===== config.mk =====
export PLATFORM = sky130hd
export DESIGN_NAME = gs_div_ctrl_flat
export DESIGN_NICKNAME = d
export VERILOG_FILES = /design/src/rtl/gs_div_if.sv /design/src/rtl/gs_div_ctrl.sv /design/src/flat_wrapper.sv
export SDC_FILE = /design/constraint.sdc
export NUM_CORES = 1
export LEC_CHECK = 0
export ABC_AREA = 1
export BUFFER_PORTS_ARGS = -buffer_cell sky130_fd_sc_hd__buf_2
export CORE_ASPECT_RATIO = 0.8
export CORE_MARGIN = 10
export CORE_UTILIZATION = 50
export DETAILED_ROUTE_END_ITERATION = 10
export MAX_ROUTING_LAYER = met4
export PLACE_DENSITY_LB_ADDON = 0.2
export SLEW_MARGIN = 10
export SYNTH_ARGS = -nofsm -noshare
export SYNTH_HDL_FRONTEND = slang
export SYNTH_SLANG_ARGS = --single-unit

===== constraint.sdc =====
create_clock -name clk -period 8.1 [get_ports clk]
set_input_delay 0.81 -clock clk [delete_from_list [all_inputs] [get_ports clk]]
set_output_delay 0.81 -clock clk [all_outputs]
set_load 0.02 [all_outputs]

===== src/rtl/gs_div_if.sv =====
// Operand/result handshake bundle for the Goldschmidt divider sequencer.
// The abort line exists only when GS_DIV_ABORT_EN is defined.
interface gs_div_if #(
    parameter int WIDTH = 16
);
    logic             start;
    logic [WIDTH-1:0] dividend;
    logic [WIDTH-1:0] divisor;
`ifdef GS_DIV_ABORT_EN
    logic             abort;
`endif
    logic             busy;
    logic             done;
    logic             err;
    logic [WIDTH-1:0] quotient;

    modport master (
        output start,
        output dividend,
        output divisor,
`ifdef GS_DIV_ABORT_EN
        output abort,
`endif
        input  busy,
        input  done,
        input  err,
        input  quotient
    );

    modport slave (
        input  start,
        input  dividend,
        input  divisor,
`ifdef GS_DIV_ABORT_EN
        input  abort,
`endif
        output busy,
        output done,
        output err,
        output quotient
    );
endinterface


===== src/rtl/gs_div_ctrl.sv =====
// Goldschmidt divider sequencer: seed lookup from an external ROM, then ITERS
// iterations on one shared multiplier. Optional abort input: GS_DIV_ABORT_EN.
module gs_div_ctrl #(
    parameter int WIDTH = 16,
    parameter int ITERS = 3
) (
    input  logic       clk,
    input  logic       rst,
    gs_div_if.slave    bus,
    output logic [2:0] rom_addr,
    input  logic [2:0] rom_data
);
    localparam int FRAC = WIDTH - 2;
    localparam int CW   = (ITERS < 1) ? 1 : $clog2(ITERS + 1);
    localparam logic [CW-1:0]    LAST_ITER = CW'(ITERS - 1);
    localparam logic [WIDTH-1:0] TWO_Q     = {1'b1, {(WIDTH-1){1'b0}}};

    typedef enum logic [2:0] {
        S_IDLE,
        S_LOOKUP,
        S_MUL_N,
        S_MUL_D,
        S_DONE
    } state_t;

    state_t           r_state;
    logic [WIDTH-1:0] r_n;
    logic [WIDTH-1:0] r_d;
    logic [WIDTH-1:0] r_f;
    logic [WIDTH-1:0] r_q;
    logic [CW-1:0]    r_cnt;
    logic             r_busy;
    logic             r_done;
    logic             r_err;

    logic [WIDTH-1:0]   w_mul_a;
    logic [2*WIDTH-1:0] w_prod;
    logic [WIDTH-1:0]   w_p;
    logic [WIDTH-1:0]   w_f_next;
    logic [WIDTH-1:0]   w_seed;
    logic               w_norm;
    logic               w_abort;

    // Single multiplier: n*f in MUL_N, d*f otherwise.
    assign w_mul_a  = (r_state == S_MUL_N) ? r_n : r_d;
    assign w_prod   = {{WIDTH{1'b0}}, w_mul_a} * {{WIDTH{1'b0}}, r_f};
    assign w_p      = w_prod[FRAC +: WIDTH];
    assign w_f_next = TWO_Q - w_p;

    // Seed factor 0.5 + rom_data/16 in Q2.FRAC.
    assign w_seed   = (WIDTH'(1) << (FRAC - 1)) | (WIDTH'(rom_data) << (FRAC - 4));
    assign w_norm   = (bus.divisor[WIDTH-1:WIDTH-2] == 2'b01);

`ifdef GS_DIV_ABORT_EN
    assign w_abort  = bus.abort &&
                      ((r_state == S_LOOKUP) || (r_state == S_MUL_N) || (r_state == S_MUL_D));
`else
    assign w_abort  = 1'b0;
`endif

    assign rom_addr     = r_d[FRAC-1:FRAC-3];
    assign bus.busy     = r_busy;
    assign bus.done     = r_done;
    assign bus.err      = r_err;
    assign bus.quotient = r_q;

    always_ff @(posedge clk) begin
        if (rst) begin
            r_state <= S_IDLE;
            r_n     <= '0;
            r_d     <= '0;
            r_f     <= '0;
            r_q     <= '0;
            r_cnt   <= '0;
            r_busy  <= 1'b0;
            r_done  <= 1'b0;
            r_err   <= 1'b0;
        end else if (w_abort) begin
            // Drop the operation in flight; quotient and err keep their values.
            r_state <= S_IDLE;
            r_busy  <= 1'b0;
            r_done  <= 1'b0;
        end else begin
            case (r_state)
                S_IDLE: begin
                    r_done <= 1'b0;
                    if (bus.start) begin
                        r_busy <= 1'b1;
                        if (w_norm) begin
                            r_n     <= bus.dividend;
                            r_d     <= bus.divisor;
                            r_cnt   <= '0;
                            r_err   <= 1'b0;
                            r_state <= S_LOOKUP;
                        end else begin
                            r_err   <= 1'b1;
                            r_q     <= {WIDTH{1'b1}};
                            r_done  <= 1'b1;
                            r_state <= S_DONE;
                        end
                    end
                end
                S_LOOKUP: begin
                    r_f     <= w_seed;
                    r_state <= S_MUL_N;
                end
                S_MUL_N: begin
                    r_n     <= w_p;
                    r_state <= S_MUL_D;
                end
                S_MUL_D: begin
                    r_d   <= w_p;
                    r_f   <= w_f_next;
                    r_cnt <= r_cnt + CW'(1);
                    if (r_cnt == LAST_ITER) begin
                        // r_n already holds this iteration's numerator.
                        r_q     <= r_n;
                        r_done  <= 1'b1;
                        r_state <= S_DONE;
                    end else begin
                        r_state <= S_MUL_N;
                    end
                end
                S_DONE: begin
                    r_done  <= 1'b0;
                    r_busy  <= 1'b0;
                    r_state <= S_IDLE;
                end
                default: begin
                    r_done  <= 1'b0;
                    r_busy  <= 1'b0;
                    r_state <= S_IDLE;
                end
            endcase
        end
    end
endmodule


===== src/flat_wrapper.sv =====
// flat-port wrapper written by rule: the top's interface ports become plain ports
module gs_div_ctrl_flat 
#(
    parameter int WIDTH = 16,
    parameter int ITERS = 3
)
  (clk, rst, rom_addr, rom_data, bus_start, bus_dividend, bus_divisor, bus_busy, bus_done, bus_err, bus_quotient);
  gs_div_if #(.WIDTH(WIDTH)) bus_i ();
  input  logic clk;
  input  logic rst;
  output logic [2:0] rom_addr;
  input  logic [2:0] rom_data;
  input wire logic [$bits(bus_i.start)-1:0] bus_start;
  input wire logic [$bits(bus_i.dividend)-1:0] bus_dividend;
  input wire logic [$bits(bus_i.divisor)-1:0] bus_divisor;
  output wire logic [$bits(bus_i.busy)-1:0] bus_busy;
  output wire logic [$bits(bus_i.done)-1:0] bus_done;
  output wire logic [$bits(bus_i.err)-1:0] bus_err;
  output wire logic [$bits(bus_i.quotient)-1:0] bus_quotient;
  assign bus_i.start = bus_start;
  assign bus_i.dividend = bus_dividend;
  assign bus_i.divisor = bus_divisor;
  assign bus_busy = bus_i.busy;
  assign bus_done = bus_i.done;
  assign bus_err = bus_i.err;
  assign bus_quotient = bus_i.quotient;
  gs_div_ctrl #(.WIDTH(WIDTH), .ITERS(ITERS)) u_core (.clk(clk), .rst(rst), .bus(bus_i), .rom_addr(rom_addr), .rom_data(rom_data));
endmodule

Word-level counts from Yosys, hierarchy flattened
Cells that the tools add are included.
- add/sub/neg operators: 2
- multipliers: 1
- divide/modulo/power cells: 0
- $lt $le $gt $ge: 0
- eq/ne operators: 9
- shifts and indexed selects: 0
- multiplexer cells: 25
- bitwise gates (word level): 2
- reduce and logical (&&, ||, !) cells: 12
- operators by type and width (kind ; number):
    $mux W16 ; 8
    $pmux W16 S2 ; 4
    $mul A16 B16 Y30 ; 1
    $sub A16 B16 Y16 const A ; 1
    $pmux W3 S4 ; 1
    $mux W3 ; 3
    $eq A3 B2 Y1 const B ; 2
    $reduce_and A2 Y1 ; 3
    $reduce_and A3 Y1 ; 2
    $reduce_bool A2 Y1 ; 3
    $mux W1 ; 4
    $mux W2 ; 2
    $ne A2 B1 Y1 const B ; 2
    $ne A2 B2 Y1 const B ; 2
    $pmux W2 S2 ; 1
    $reduce_and A4 Y1 ; 1
    $eq A3 B1 Y1 const B ; 1
    $logic_not A3 Y1 ; 1
    $pmux W1 S3 ; 1
    $reduce_or A3 Y1 ; 1
    $add A2 B1 Y2 const B ; 1
    $eq A2 B1 Y1 const B ; 1
    $eq A2 B2 Y1 const B ; 1
    $not A1 Y1 ; 2
    other kinds (2) ; 2
- register bits: 72
- latch bits: 0
- bits in writable memories: 0
- bits in read-only memories: 0
- input bits: 38
- output and inout bits: 22
- word-level logic and storage cells: 60
- memories: 0

Logic depth before layout (Yosys ltp)
Gate-level depths: netlist of run 1.
- depth in word-level cells: 5
- depth in mapped cells: 39
- depth with buffers taken out: 38

Worst setup path before layout of run 1
Ideal clock, no wire load.
- kind: register to register
- from: register u_core.r_state[0]
- to: register u_core.r_f[14]
- library setup time: 0.110 ns
- arrival: 6.812 ns
- data required time: 7.990 ns
- setup slack: 1.179 ns
- stages on the path, launching flop included: 36
- period minus slack after synthesis: 6.921 ns
- cell sequence: dfxtp_1 inv_2 nand3_4 buf_2 buf_1 o21ai_1 clkinv_1 nand2_1 fa_1 fa_1 fa_1 inv_1 fa_1 fa_1 inv_1 fa_1 inv_1 ha_1 inv_1 o21ai_0 a31oi_1 o21ai_0 inv_1 nand2_1 xor2_1 inv_1 ha_1 inv_1 nor2_2 nand3_1 nor2_2 nand3_1 o21ai_1 nand3_1 nand2_1 inv_1
- cells in the longest elaborated chain, start to end: 5
- elaborated cells on any way between the ends: 8
- those cells by class: 1 x add/sub; 1 x mul; 3 x eq/ne; 2 x mux; 1 x reduce/logical
- RTL lines (what ; line ; source):
    from (decl) ; gs_div_ctrl.sv:26 ; state_t r_state;
    from (signal assigned) ; gs_div_ctrl.sv:69 ; r_state <= S_IDLE;
    from (signal assigned) ; gs_div_ctrl.sv:80 ; r_state <= S_IDLE;
    from (signal assigned) ; gs_div_ctrl.sv:94 ; r_state <= S_LOOKUP;
    $eq A3 B2 Y1 ; gs_div_ctrl.sv:45 ; assign w_mul_a = (r_state == S_MUL_N) ? r_n : r_d;
    $mux W16 ; gs_div_ctrl.sv:45 ;
    $mul A16 B16 Y30 ; gs_div_ctrl.sv:46 ; assign w_prod = {{WIDTH{1'b0}}, w_mul_a} * {{WIDTH{1'b0}}, r_f};
    $sub A16 B16 Y16 ; gs_div_ctrl.sv:48 ; assign w_f_next = TWO_Q - w_p;
    $pmux W16 S2 ; gs_div_ctrl.sv:84 ; case (r_state)
    to (signal assigned) ; gs_div_ctrl.sv:104 ; r_f <= w_seed;
    to (signal assigned) ; gs_div_ctrl.sv:113 ; r_f <= w_f_next;
    to (decl) ; gs_div_ctrl.sv:29 ; logic [WIDTH-1:0] r_f;
Several ways; a longest one is shown, not always the timed one.
A chain may end at the register's enable or synchronous reset.

Worst setup path after layout of run 1
- from: register u_core.r_state[0]
- to: register u_core.r_f[15]
The elaborated chain is that of the path after synthesis.

==> flow_metrics.env, run 1 <==
export IMPL_num_rows=50
export IMPL_cts_root_buf="clkbuf_16"
export IMPL_slew_headroom=0.1649
export IMPL_path_class="register to register"
export IMPL_vias_per_cell=5.335
export IMPL_met3_wirelength_um=4050
export IMPL_arrival_ns=7.87
export IMPL_synthTopCellsByCount="351 x nand2_1, 347 x inv_1, 192 x fa_1"
export IMPL_min_period_over_period=0.9432
export IMPL_clock_fmax_ghz=0.1309
export IMPL_status="completed"
export IMPL_yosys_area_top_type_share=0.3272
export IMPL_grtUsageTotal=0.2562
export IMPL_insertion_delay_ns=0.34
export IMPL_synth_enable_flop_cells=0
export IMPL_p_total_mw=1.112
export IMPL_drc=0
export IMPL_period_minus_slack_ns=7.640
export IMPL_fin_nets=1960
export IMPL_gp_congestion=0.9975
export IMPL_h_tree_depth=3
export IMPL_worstMarginPinSlew_ns=1.248
export IMPL_cp_max_fo=13
export IMPL_ys_seq_area_frac=0.1227
export IMPL_p_per_area_nw_per_um2=87.02
export IMPL_multiInputGateArea_um2=8762
export IMPL_avgSynthCellArea_um2=7.421
export IMPL_ys_types=47
export IMPL_vdd_drop_max_uv=119.8
export IMPL_coreArea_um2=23270
export IMPL_rsz0062_at_grt="no"
export IMPL_ys_warn_count=0
export IMPL_dpl_worst_slack_ns=0.4725
export IMPL_postLayoutCellArea_um2=12780
export IMPL_clk_pin_slew_ns=0.06
export IMPL_grt_max_degree=53
export IMPL_synth_ff_type="dfxtp_1"
export IMPL_setup_viol=0
export IMPL_synthArstFlopShare=0
export IMPL_fin_setup_tns_ns=0
export IMPL_area_delta_synth_final_pct=8.776
export IMPL_syn_nets=1905
export IMPL_syn_area_um2=11750
export IMPL_die_w_um=191.4
export IMPL_fillerInstances=2300
export IMPL_netlist_instances=1583
export IMPL_grt_pass1_wl_um=57960
export IMPL_hpwl_um=30650
export IMPL_synth_most_common_cell="nand2_1"
export IMPL_postCtsSetupBuffers=0
export IMPL_path_common_cell="nand2_1"
export IMPL_maxCapViolCount=0
export IMPL_num_antenna_cells=0
export IMPL_port_buffers=59
export IMPL_drt_wirelength_per_cell_um=18.94
export IMPL_setup_slack_ns=0.4601
export IMPL_drt_wl_total_um=37040
export IMPL_clock_sinks=72
export IMPL_wl_met2_um=15580
export IMPL_top_layer_used="met4"
export IMPL_crit_slowest_cell="fa_1"
export IMPL_drtIter0Drc=847
export IMPL_slowest_delay_ns=0.57
export IMPL_place_area_um2=12490
export IMPL_antenna_found_initial=0
export IMPL_finalHoldViolCount=0
export IMPL_required_ns=8.33
export IMPL_end_kind="register"
export IMPL_grt_overflow=0
export IMPL_dieArea_um2=30070
export IMPL_ios=60
export IMPL_yosysTopAreaCell="fa_1"
export IMPL_drv_slew=0
export IMPL_ys_top_cells_by_area="fa_1 33%, dfxtp_1 12%, nand2_1 11%, inv_1 11%, ha_1 9.8%"
export IMPL_drive_gt1_frac=0.09251
export IMPL_wl_met1_um=16540
export IMPL_numCtsBuffers=9
export IMPL_drtPass1Iterations=7
export IMPL_final_seq_area_um2=1441
export IMPL_clockBufferDepth=2
export IMPL_grt_pass1_vias=10390
export IMPL_cts_tree="done"
export IMPL_initial_utilization=0.5048
export IMPL_hold_class="register to register"
export IMPL_dr_total_vias=10430
export IMPL_cp_start_kind="register"
export IMPL_power_leakage_nw=6.441
export IMPL_die_y_um=157.1
export IMPL_skew_ns=0.01255
export IMPL_ant_nets=0
export IMPL_yosys_register_bits=72
[cell families (layout without fill, tap and decap cells)]
| kind of cell | count (synthesis) | after routing | share of synthesized area |
|---|---|---|---|
| compound gates | 185 | 185 | 0.09075 |
| xor+xnor | 15 | 15 | 0.01342 |
| fa+ha+maj | 284 | 284 | 0.4252 |
| buf+inv | 408 | 468 | 0.1314 |
| flops | 72 | 72 | 0.1227 |
| simple gates | 619 | 619 | 0.2165 |
[layout make-up]
cell class | instances | area share
Clock inverter | 6 | 0.003525
Tap cell | 312 | 0.03055
Timing Repair Buffer | 94 | 0.04367
Inverter | 357 | 0.1055
Clock buffer | 10 | 0.01792
Timing Repair inverter | 1 | 0.0003917
Multi-Input combinational cell | 1103 | 0.6857
Sequential cell | 72 | 0.1128
[critical path, delay by kind of cell (launching register included)]
family                   cells  cell delay [ns]
AO/OA/AOI/OAI                5             0.71
adder cells (fa/ha/maj)      7             3.36
buffers and inverters        9             1.23
flip-flops                   1             0.38
AND/OR/NAND/NOR             14             1.84
[where the power goes]
group	internal [mW]	switching [mW]	total, mW
clock network	0.208	0.165	0.374
logic	0.101	0.240	0.340
registers	0.380	0.0182	0.398
total	0.689	0.423	1.11
[routing by layer]
layer,up-vias,GRT usage
met2,473,0.3615
met1,5034,0.3571
met5,-,-
met3,66,0.07209
li1,4857,-
met4,0,0.05793
[sequential cells by signal (all words and copies together), names as in the netlist]
signal	flops
u_core.r_state	3
u_core.bus.quotient	16
u_core.r_n	16
u_core.bus.err	1
u_core.r_cnt	2
u_core.bus.busy	1
u_core.r_d	16
u_core.r_f	16
u_core.bus.done	1
[final timing paths]
kind	startpoint	cells after the start	to	slack (ns)
setup / recovery	u_core.r_state[0]$_SDFFE_PP0P_	35	u_core.r_f[15]$_SDFFE_PP0P_	0.46
hold / removal	u_core.bus.quotient[13]$_SDFFE_PP0P_	2	u_core.bus.quotient[13]$_SDFFE_PP0P_	0.45
setup reg to reg	u_core.r_state[0]$_SDFFE_PP0P_	35	u_core.r_f[15]$_SDFFE_PP0P_	0.46
hold reg to reg	u_core.bus.quotient[13]$_SDFFE_PP0P_	2	u_core.bus.quotient[13]$_SDFFE_PP0P_	0.45
[through the flow]
stage	std cells	hold WS, ns	util
after floorplan	1583	0.4405	-
after global placement	1938	0.4354	0.5368
after detailed placement	1938	0.4372	0.5368
after CTS	1954	0.4467	0.5485
after global routing	1955	0.4608	0.5491
final	1955	0.4454	0.5491
[timing repair]
| action | 4_1_cts | 5_1_grt |
|---|---|---|
| resized for setup | 0 | 3 |
| hold buffers | 0 | 0 |
| endpoints found under the setup margin | 0 | 5 |
[cells in the final DEF, fill, tap and decap left out, types with 4 or more instances in the layout]
| cell | instances |
|---|---|
| nor2_1 | 184 |
| o21bai_1 | 6 |
| buf_2 | 59 |
| o21ai_0 | 45 |
| a21oi_1 | 70 |
| or2_2 | 11 |
| xnor2_1 | 4 |
| a31oi_1 | 21 |
| clkinv_1 | 6 |
| nand2_1 | 351 |
| nand3_1 | 36 |
| clkinvlp_4 | 5 |
| nand2_2 | 5 |
| clkbuf_16 | 9 |
| nand4_1 | 5 |
| nor3_1 | 9 |
| dfxtp_1 | 72 |
| o21ai_1 | 11 |
| nor2_2 | 4 |
| a221oi_1 | 5 |
| ha_1 | 92 |
| o211ai_1 | 11 |
| o21a_1 | 4 |
| buf_4 | 35 |
| fa_1 | 192 |
| xor2_1 | 9 |
| inv_1 | 346 |
(Power assumes the default switching activity.)
==> run 2, diff against run 1 <==
ABC_AREA = unset   (was 1)
CORE_MARGIN = 3   (was 10)
MAX_ROUTING_LAYER = unset   (was met4)
==> run 2 against run 1 <==
Effect of this change:
- design area fell by 1.2%
- clock-buffer cell count rose by 2
- power fell by 15%
- critical path type unchanged
- critical endpoint unchanged
==> flow_metrics.env, run 2 <==
export IMPL_fin_nets=1759
export IMPL_hold_depth=1
export IMPL_hold_class="register to register"
export IMPL_holdPathEnd="u_core.r_cnt[0]$_SDFFE_PP0P_"
export IMPL_end_kind="register"
export IMPL_dieArea_um2=24860
export IMPL_yosys_register_bits=72
export IMPL_antenna_found_initial=0
export IMPL_vdd_drop_max_uv=150.5
export IMPL_cp_start_kind="register"
export IMPL_ys_warn_count=0
export IMPL_cp_depth=28
export IMPL_maxCapViolCount=0
export IMPL_drtPass1Iterations=7
export IMPL_place_area_um2=12240
export IMPL_die_w_um=175.5
export IMPL_fillerInstances=2089
export IMPL_synthTopCellsByCount="251 x nand2_1, 232 x inv_1, 192 x fa_1"
export IMPL_path_class="register to register"
export IMPL_cts_root_buf="clkbuf_16"
export IMPL_netlist_instances=1388
export IMPL_hold_start="u_core.r_cnt[0]$_SDFFE_PP0P_"
export IMPL_num_antenna_cells=0
export IMPL_yosys_area_top_type_share=0.3343
export IMPL_ys_types=69
export IMPL_initial_utilization=0.5203
export IMPL_hpwl_um=25290
export IMPL_slowest_delay_ns=0.55
export IMPL_numCtsBuffers=9
export IMPL_rrSetupSlack_ns=0.44
export IMPL_p_per_area_nw_per_um2=75.08
export IMPL_postLayoutCellArea_um2=12620
export IMPL_skew_ns=0.007330
export IMPL_power_leakage_nw=6.174
export IMPL_syn_area_um2=11500
export IMPL_synth_most_common_cell="nand2_1"
export IMPL_synth_ff_type="dfxtp_1"
export IMPL_port_buffers=59
export IMPL_coreArea_um2=22100
export IMPL_slew_headroom=0.2085
export IMPL_drt_wirelength_per_cell_um=17.88
export IMPL_drtIter0Drc=786
export IMPL_insertion_delay_ns=0.33
export IMPL_path_common_cell="fa_1"
export IMPL_final_common_cell="nand2_1"
export IMPL_synthArstFlopShare=0
export IMPL_clk_pin_slew_ns=0.05
export IMPL_syn_nets=1710
export IMPL_ant_nets=0
export IMPL_clock_fmax_ghz=0.1306
export IMPL_clock_sinks=72
export IMPL_drt_wl_total_um=31130
export IMPL_p_total_mw=0.9477
export IMPL_vias_per_cell=5.449
export IMPL_critical_path_top_delay_family="adder cells"
export IMPL_reg2regPathDepth=28
export IMPL_cts_tree="done"
export IMPL_path_buf_inv=7
export IMPL_grt_pass1_vias=9836
export IMPL_arrival_ns=7.93
export IMPL_hold_slack_ns=0.4717
export IMPL_dr_total_vias=9487
export IMPL_final_cells=1741
export IMPL_num_rows=48
export IMPL_ys_seq_area_frac=0.1254
export IMPL_dp_cells=1724
export IMPL_drive_gt1_frac=0.1138
export IMPL_cp_max_fo=17
export IMPL_ios=60
export IMPL_worstMarginPinSlew_ns=1.183
export IMPL_crit_slowest_cell="fa_1"
export IMPL_drv_slew=0
export IMPL_grt_overflow=0
export IMPL_clockBufferDepth=2
export IMPL_min_period_over_period=0.9452
export IMPL_final_cell_mix="245 x nand2_1, 232 x inv_1, 192 x fa_1, 117 x and2_1, 98 x nor2_1"
export IMPL_grt_pass1_wl_um=52090
export IMPL_status="completed"
export IMPL_area_delta_synth_final_pct=9.771
export IMPL_avgSynthCellArea_um2=8.284
export IMPL_gp_congestion=0.9346
export IMPL_die_y_um=141.6
export IMPL_period_minus_slack_ns=7.656
export IMPL_ys_top_cells_by_area="fa_1 33%, dfxtp_1 13%, ha_1 10%, nand2_1 8.2%, inv_1 7.6%"
export IMPL_worst_r2r_startpoint="u_core.r_state[2]$_SDFFE_PP0P_"
export IMPL_drc=0
export IMPL_yosysTopAreaCell="fa_1"
export IMPL_grt_max_degree=70
export IMPL_h_tree_depth=3
export IMPL_synth_enable_flop_cells=0
export IMPL_finalHoldViolCount=0
export IMPL_fin_setup_tns_ns=0
export IMPL_setup_viol=0
export IMPL_required_ns=8.37
export IMPL_reg2reg_to="u_core.r_f[15]$_SDFFE_PP0P_"
export IMPL_grtUsageTotal=0.2625
-- run 2: changes by cell type after synthesis, moves of 18 or more --
cell,before,now
nor2_1,184,99
nand2_1,351,251
and2_1,0,117
o21ai_0,45,27
nor3_1,9,30
nand3_1,36,12
clkbuf_1,41,61
inv_1,347,232
a21oi_1,70,43
-- run 2: logic make-up after synthesis --
logic type,Yosys count,synth area share
muxes,6,0.006637
DFF,72,0.1254
buffers and inverters,303,0.1013
and+or+nand+nor,547,0.2221
xor gates and xnor gates,25,0.02035
AOI/OAI and AO/OA,151,0.08988
adders and majority gates,284,0.4344
-- run 2: metrics by stage --
stage | util | worst slack [ns]
finish | 0.5711 | 0.4441
floorplan | - | 0.5806
global route | 0.5711 | -0.0001581
global placement | 0.5540 | 0.02522
detailed placement | 0.5540 | -0.03224
CTS | 0.5667 | 0.06319
-- run 2: how the worst max path moves through the flow --
stage,start,to,slack [ns]
floorplan,u_core.r_state[0]$_SDFFE_PP0P_,u_core.r_f[15]$_SDFFE_PP0P_,0.58
global placement,u_core.r_state[0]$_SDFFE_PP0P_,u_core.r_f[14]$_SDFFE_PP0P_,0.03
detailed placement,u_core.r_state[0]$_SDFFE_PP0P_,u_core.r_f[12]$_SDFFE_PP0P_,-0.03
CTS,u_core.r_state[0]$_SDFFE_PP0P_,u_core.r_f[12]$_SDFFE_PP0P_,0.06
global route,u_core.r_state[2]$_SDFFE_PP0P_,u_core.r_f[12]$_SDFFE_PP0P_,-0.0002
finish,u_core.r_state[2]$_SDFFE_PP0P_,u_core.r_f[15]$_SDFFE_PP0P_,0.44
-- run 2: layer usage --
layer  GRT usage  share of wire  vias to the layer above
met1      0.3898           0.48                     4705
met5           0              0                        -
li1            -              -                     4430
met4     0.03832          0.011                        0
met3     0.04093          0.064                       31
met2      0.4176           0.44                      321
-- run 2: area by class of cell --
cell class	count	area (µm²)	area share
inverter	232	870.8	0.06899
sequential	72	1443	0.1143
tap	300	375.4	0.02974
clock buffer	12	256.5	0.02032
clock inverter	3	17.52	0.001388
multi-input combinational	1013	8981	0.7115
timing repair buffer	109	678.2	0.05373
-- run 2: power breakdown --
group          total (mW)  switching, mW  internal [mW]  leakage [nW]
logic               0.189          0.123         0.0655          5.45
clock network       0.370          0.149          0.221         0.134
registers           0.389         0.0152          0.374         0.588
total               0.948          0.287          0.661          6.17
-- run 2: timing repair --
item	CTS	global route
pin swaps	0	1
setup endpoints to repair	2	12
hold buffers	0	0
buffers inserted	0	2
resized for setup	1	20
-- run 2: worst reg2reg max path, delay by kind of cell (launching register included) --
kind	cells	cell delay (ns)
AO/OA/AOI/OAI	3	0.86
XOR/XNOR	1	0.21
adder cells (fa/ha/maj)	7	3.20
buffers and inverters	7	0.87
AND/OR/NAND/NOR	10	2.15
flip-flops	1	0.31
